$ cat src/rtl/udp_tx_arbiter.sv
// Two-channel round-robin arbiter that feeds one UDP sender. It runs one frame at a time and leaves an idle gap after each frame.
// Optional tx_done watchdog, compiled in when UDP_TX_ARB_TIMEOUT_EN is defined.
module udp_tx_arbiter #(
  parameter int unsigned IFG_CYCLES     = 16,
  parameter int unsigned TIMEOUT_CYCLES = 4096
) (
  input  logic        clk,
  input  logic        rst_n,
  input  logic        ch0_req,
  input  logic [15:0] ch0_byte_num,
  input  logic [31:0] ch0_data,
  input  logic        ch1_req,
  input  logic [15:0] ch1_byte_num,
  input  logic [31:0] ch1_data,
  output logic        ch0_grant,
  output logic        ch1_grant,
  output logic        ch0_rd_en,
  output logic        ch1_rd_en,
  output logic        ch0_done,
  output logic        ch1_done,
  output logic        tx_start_en,
  output logic [15:0] tx_byte_num,
  output logic [31:0] tx_data,
  input  logic        tx_req,
  input  logic        tx_done,
  output logic        busy,
  output logic        cur_ch,
  output logic        timeout_err
);

  typedef enum logic [1:0] {IDLE, START, WAIT_DONE, GAP} state_t;

  localparam logic [7:0] GAP_LAST = 8'(IFG_CYCLES - 1);

  state_t      r_state;
  logic        r_last_ch;
  logic        r_cur_ch;
  logic        r_grant0;
  logic        r_grant1;
  logic        r_done0;
  logic        r_done1;
  logic        r_start_en;
  logic [15:0] r_byte_num;
  logic [7:0]  r_gap_cnt;

  logic        w_v0;
  logic        w_v1;
  logic        w_win;

`ifdef UDP_TX_ARB_TIMEOUT_EN
  localparam logic [15:0] WD_LAST = 16'(TIMEOUT_CYCLES - 1);
  logic [15:0] r_wd_cnt;
  logic        r_timeout_err;
`endif

  // A zero-length request is not a request at all.
  assign w_v0  = ch0_req && (ch0_byte_num != 16'd0);
  assign w_v1  = ch1_req && (ch1_byte_num != 16'd0);
  assign w_win = (w_v0 && w_v1) ? ~r_last_ch : w_v1;

  always_ff @(posedge clk) begin
    if (!rst_n) begin
      r_state    <= IDLE;
      r_last_ch  <= 1'b1;
      r_cur_ch   <= 1'b0;
      r_grant0   <= 1'b0;
      r_grant1   <= 1'b0;
      r_done0    <= 1'b0;
      r_done1    <= 1'b0;
      r_start_en <= 1'b0;
      r_byte_num <= 16'd0;
      r_gap_cnt  <= 8'd0;
`ifdef UDP_TX_ARB_TIMEOUT_EN
      r_wd_cnt      <= 16'd0;
      r_timeout_err <= 1'b0;
`endif
    end else begin
      r_done0    <= 1'b0;
      r_done1    <= 1'b0;
      r_start_en <= 1'b0;
`ifdef UDP_TX_ARB_TIMEOUT_EN
      r_timeout_err <= 1'b0;
`endif
      case (r_state)
        IDLE: begin
          if (w_v0 || w_v1) begin
            r_state    <= START;
            r_cur_ch   <= w_win;
            r_grant0   <= ~w_win;
            r_grant1   <= w_win;
            r_byte_num <= w_win ? ch1_byte_num : ch0_byte_num;
            r_start_en <= 1'b1;
          end
        end
        START: begin
          r_state <= WAIT_DONE;
`ifdef UDP_TX_ARB_TIMEOUT_EN
          r_wd_cnt <= 16'd0;
`endif
        end
        WAIT_DONE: begin
          // A tx_done landing on the watchdog limit still counts as a normal completion.
          if (tx_done) begin
            r_done0   <= r_grant0;
            r_done1   <= r_grant1;
            r_grant0  <= 1'b0;
            r_grant1  <= 1'b0;
            r_last_ch <= r_cur_ch;
            r_gap_cnt <= 8'd0;
            r_state   <= GAP;
          end
`ifdef UDP_TX_ARB_TIMEOUT_EN
          else if (r_wd_cnt == WD_LAST) begin
            r_timeout_err <= 1'b1;
            r_grant0      <= 1'b0;
            r_grant1      <= 1'b0;
            r_last_ch     <= r_cur_ch;
            r_gap_cnt     <= 8'd0;
            r_state       <= GAP;
          end else begin
            r_wd_cnt <= r_wd_cnt + 16'd1;
          end
`endif
        end
        GAP: begin
          if (r_gap_cnt == GAP_LAST) begin
            r_state <= IDLE;
          end else begin
            r_gap_cnt <= r_gap_cnt + 8'd1;
          end
        end
        default: r_state <= IDLE;
      endcase
    end
  end

  assign ch0_grant   = r_grant0;
  assign ch1_grant   = r_grant1;
  assign ch0_rd_en   = tx_req & r_grant0;
  assign ch1_rd_en   = tx_req & r_grant1;
  assign ch0_done    = r_done0;
  assign ch1_done    = r_done1;
  assign tx_start_en = r_start_en;
  assign tx_byte_num = r_byte_num;
  assign tx_data     = r_grant0 ? ch0_data : (r_grant1 ? ch1_data : 32'd0);
  assign busy        = (r_state != IDLE);
  assign cur_ch      = r_cur_ch;

`ifdef UDP_TX_ARB_TIMEOUT_EN
  assign timeout_err = r_timeout_err;
`else
  // Watchdog compiled out; the parameter stays on the interface.
  assign timeout_err = 1'b0 & (TIMEOUT_CYCLES != 0);
`endif

endmodule

$ cat config.mk
export PLATFORM = sky130hd
export DESIGN_NAME = udp_tx_arbiter
export DESIGN_NICKNAME = d
export VERILOG_FILES = /design/src/rtl/udp_tx_arbiter.sv
export SDC_FILE = /design/constraint.sdc
export NUM_CORES = 1
export LEC_CHECK = 0
export ABC_AREA = 0
export BUFFER_PORTS_ARGS = -buffer_cell sky130_fd_sc_hd__clkbuf_2
export CORE_UTILIZATION = 39
export CTS_CLUSTER_DIAMETER = 200
export DETAILED_ROUTE_END_ITERATION = 7
export HOLD_SLACK_MARGIN = 0.1
export PLACE_DENSITY = 0.9
export SETUP_SLACK_MARGIN = 0.5
export SLEW_MARGIN = 10
export SYNTH_ARGS = -nofsm -noshare
export SYNTH_HDL_FRONTEND = slang
export SYNTH_SLANG_ARGS = --single-unit
$ cat constraint.sdc
create_clock -name clk -period 3 [get_ports clk]
set_input_delay 0.45 -clock clk [delete_from_list [all_inputs] [get_ports clk]]
set_output_delay 0.45 -clock clk [all_outputs]
set_load 0.02 [all_outputs]
# After elaboration in Yosys (flattened, before gate mapping)
# Cells that the tools add are included.
[word_totals]
ff_bits = 33
output_inout_bits = 58
elab_cells = 57
[classes]
n_addsub = 1
n_eq_ne = 8
muxes = 17
bitwise = 4
reduce_logical = 17
[ops]
columns = ["cell", "n"]
rows = [
  ["32-bit 2-to-1 mux", 2],
  ["16-bit nonzero test", 2],
  ["16-bit 2-to-1 mux", 1],
  ["8-bit 2-to-1 mux", 2],
  ["8-bit one-hot mux with 2 select lines", 1],
  ["3-bit AND reduction", 4],
  ["8-bit by 1-bit adder with 8-bit output, second input constant", 1],
  ["8-bit by 4-bit == test with 1-bit output, second input constant", 1],
  ["2-bit != test, second input constant", 4],
  ["2-bit one-hot mux with 4 select lines", 1],
  ["2-bit 2-to-1 mux", 3],
  ["2-bit AND reduction", 3],
  ["2-bit nonzero test", 3],
  ["1-bit 2-to-1 mux", 5],
  ["2-bit == test, second input constant", 2],
  ["1-bit one-hot mux with 2 select lines", 2],
  ["1-bit logical AND", 3],
  ["1-bit bitwise AND", 2],
  ["2-bit by 1-bit == test with 1-bit output, second input constant", 1],
  ["2-bit zero test", 1],
  ["1-bit inverter", 2],
  ["1-bit logical OR", 1],
]

# Logic depth before layout (Yosys ltp)
[logic_depth]
word_depth = 7
depth_mapped = 8
mapped_depth_nobuf = 7

# Worst setup path before layout
# Ideal clock, no wire load.
[synth_timing]
path_kind = "input -> register"
startpoint = "in ch0_byte_num[8]"
endpoint = "reg r_byte_num[13] (netlist: tx_byte_num[13])"
arrival_time_ns = 2.097
required_time_ns = 2.864
slack_ns = 0.767
path_stages = 6
n_path_buf = 1
cell_sequence = "or4_1 > o41ai_4 > a21oi_1 > clkbuf_1 > o21ai_0 > a31oi_1"
[synth_between]
elab_chain_cells = 5
word_cells_on_any_way = 7
[synth_lines]
columns = ["element", "line_no", "source"]
rows = [
  ["start: declaration", "10", "input logic [15:0] ch0_byte_num,"],
  ["16-bit nonzero test (*)", "57", "assign w_v0 = ch0_req && (ch0_byte_num != 16'd0);"],
  ["1-bit logical AND (*)", "57", ""],
  ["1-bit logical AND", "59", "assign w_win = (w_v0 && w_v1) ? ~r_last_ch : w_v1;"],
  ["1-bit 2-to-1 mux", "59", ""],
  ["16-bit 2-to-1 mux", "91", "r_byte_num <= w_win ? ch1_byte_num : ch0_byte_num;"],
  ["end signal: assignment", "91", ""],
  ["end: declaration", "43", "logic [15:0] r_byte_num;"],
]
# Every way passes the cells marked *; elsewhere a longest branch is shown, timed or not.
# A chain may end at the register's enable or synchronous reset.

# Worst setup path after layout
[layout_timing]
startpoint = "in ch1_byte_num[11]"
endpoint = "reg r_byte_num[0] (netlist: tx_byte_num[0])"
[layout_between]
elab_chain_cells = 5
word_cells_on_any_way = 7
[layout_lines]
columns = ["element", "line_no", "source"]
rows = [
  ["start: declaration", "13", "input logic [15:0] ch1_byte_num,"],
  ["16-bit nonzero test (*)", "58", "assign w_v1 = ch1_req && (ch1_byte_num != 16'd0);"],
  ["1-bit logical AND (*)", "58", ""],
  ["1-bit logical AND", "59", ""],
  ["1-bit 2-to-1 mux", "59", ""],
  ["16-bit 2-to-1 mux", "91", ""],
]
# Marked as above.

==> key figures <==
Synthesis
  – Mapped Cells: 234
  – Sequential fraction of the synthesis area: between 30% and 40%
  – Synth warnings: 0
  – Synthesized flop and latch total: 33
  – Top cell type's share of synthesized area: 33.9%
  – Unique masters post-synth: 36
  – Area leader, netlist: dfxtp_1
  – Synth top cells by count: nand2_1 (41), dfxtp_1 (33), a22o_1 (32)
  – Synth top area cells: dfxtp_1 (34%), a22o_1 (14%), nand2_1 (7.9%)
  – EDFF count, synth: 0
  – Post-synth top flop: dfxtp_1
  – Post-Syn Area per Cell: approximately 8.3 µm²
  – Cell with the most instances after synthesis: nand2_1
  – Ys async rst share: 0%
  – Mapped Area: slightly below 2000 µm²
  – Syn Nets: 340

Clock network
  – CTS Buf Count: 5
  – TritonCTS clock tree: built
  – H-Tree Level Count: 2
  – Hold buffer count at CTS: 0
  – CTS sink count: 33
  – Worst skew pair latency: 0.28 ns
  – PostCTS Resize Cnt: 0
  – Post-CTS Setup Inserts: 0
  – CTS root buffer: clkbuf_8
  – Clk slew on worst S/H paths: approximately 0.070 ns
  – CTS max path bufs: 2

Floorplan
  – Die H: 72.7 µm
  – IO Count: 160
  – Full die area: 5280 µm²
  – Area of the core: 4750 µm²
  – Die width: 72.7 µm
  – Placement Rows: 25
  – Initial Util: 40.9%

STA
  – Max Fclk: approximately 430 MHz
  – RSZ-0062 raised after global routing: no
  – Tmin final: 2.34 ns
  – Worst Slack Setup Final: about 0.66 ns
  – Slew Limit Headroom: a little over two fifths
  – Least-Margin Pin Slew: 0.831 ns
  – Slew Viols, Final: 0
  – Final period util: 77.9%
  – Setup TNS: 0 ns
  – Fin Clk Skew: 0.00561 ns
  – Final-report hold violation count: 0
  – # setup viols final: 0

Worst hold path
  – HP Class: input pin to flip-flop

Global route
  – Largest net degree at the start of global routing: 37
  – Vias in the first global route: 2152
  – First-pass GRT wire length: 10.1 mm
  – Initial antenna violation count: 0
  – Gr usage total: 25.0%
  – Total grt overflow: 0

Final layout
  – P&R area growth vs syn: 46.5%
  – Diodes inserted: 0
  – Total Nets Final: 489
  – Proportion of layout cells with a drive suffix above 1: between 40% and 50%
  – Filler Cell Count: roughly 440
  – Final core occ: between 50% and 60%

Setup path
  – Worst Path Arrival: between 2 and 3 ns
  – Worst endpoint required time: 3.20 ns
  – Crit-path max FO: 17
  – Crit. End Element: flip-flop
  – Crit Path Category: input pin to flip-flop
  – CP startpoint kind: input pin

Place
  – Post-DP HPWL: around 5.4 mm
  – Dpl ws: 0.351 ns
  – Gpl congestion: 0.912
  – IO buf count: 158

Routing
  – Residual DRC count: 0
  – Final WL: 6.70 mm
  – Post-route ant nets: 0
  – Vias post-DR: 2414
  – First drt pass iteration count: 4
  – DR iter-0 viols: approximately 130
  – Vias per inst: 5.35
  – Routed len/inst: about 15 µm

Pwr
  – P per Cell Area: 739 nW/µm²
  – IR drop worst, VDD: 0.281 mV
  – Leak pwr: 1.46 nW
  – Power, Total: 2.11 mW

Flow run
  – Max-Cap Viols: 0

Outcome
  – Status: complete, no violations
-- cell families after synthesis --
group | Yosys count | synth area share (%)
other cells | 1 | 0.193
xor+xnor | 6 | 2.70
buf+inv | 24 | 5.40
simple gates | 79 | 19.7
mux | 7 | 3.60
compound gates | 80 | 31.9
flops | 33 | 33.9
fa+ha+maj | 4 | 2.57
-- worst paths after layout --
path                    start              end  slack [ns]  cells past startpoint
max          ch1_byte_num[11]   tx_byte_num[0]        0.66                      6
min          ch0_byte_num[14]  tx_byte_num[14]        0.41                      3
max reg2reg      r_gap_cnt[0]     r_gap_cnt[5]        0.83                      6
min reg2reg         r_last_ch        r_last_ch        0.48                      2
-- worst max-delay path, stage by stage --
cell,delay [ns]
clkbuf_2,0.10
or4_1,0.56
o41ai_2,0.64
o21bai_2,0.43
nand2_1,0.15
a31oi_1,0.22
-- routing by layer --
metal	global-route usage (%)	vias to the layer above	wire length, µm
li1	-	1164	-
met1	28.8	1131	2700
met2	44.1	110	3400
met3	6.35	9	454
met4	10.0	0	143
met5	0	-	0
-- layout make-up --
class                           count  area (µm²)  share of cell area (%)
Timing Repair Buffer              161         813                    28.5
Sequential cell                    33         661                    23.2
Inverter                            5        18.8                   0.658
Clock buffer                        8        80.1                    2.81
Multi-Input combinational cell    177        1190                    41.9
Tap cell                           67        83.8                    2.94
-- stage by stage --
stage | std cells | hold slack [ns] | area (µm²)
final | 451 | 0.414 | 2850
after floorplan | 234 | 0.440 | 1950
after global routing | 451 | 0.416 | 2850
after CTS | 451 | 0.407 | 2840
after detailed placement | 443 | 0.459 | 2760
after global placement | 443 | 0.451 | 2760
-- report_power, final --
part           internal [mW]  total [mW]  switching, mW
sequential             0.538       0.595         0.0568
combinational          0.437        1.20          0.761
clock                  0.165       0.316          0.151
-- placed cells by master, fill, tap and decap left out, types with 2 or more instances in the layout --
| cell type | instances |
|---|---|
| a211oi_1 | 3 |
| a22o_1 | 32 |
| a31oi_1 | 16 |
| and2_1 | 4 |
| and4_1 | 2 |
| buf_4 | 3 |
| clkbuf_1 | 3 |
| clkbuf_2 | 158 |
| clkbuf_8 | 5 |
| dfxtp_1 | 33 |
| ha_1 | 4 |
| inv_1 | 5 |
| mux2i_1 | 7 |
| nand2_1 | 41 |
| nand3_1 | 5 |
| nor2_1 | 7 |
| nor2b_1 | 7 |
| o21ai_0 | 16 |
| or4_1 | 8 |
| xnor2_1 | 4 |
| xor2_1 | 2 |
-- sequential cells by signal (all words and copies together), names as in the netlist --
register,count
r_gap_cnt,8
ch1_done,1
r_last_ch,1
cur_ch,1
r_state,2
ch0_done,1
tx_byte_num,16
tx_start_en,1
ch1_grant,1
ch0_grant,1
(Power assumes the default switching activity.)
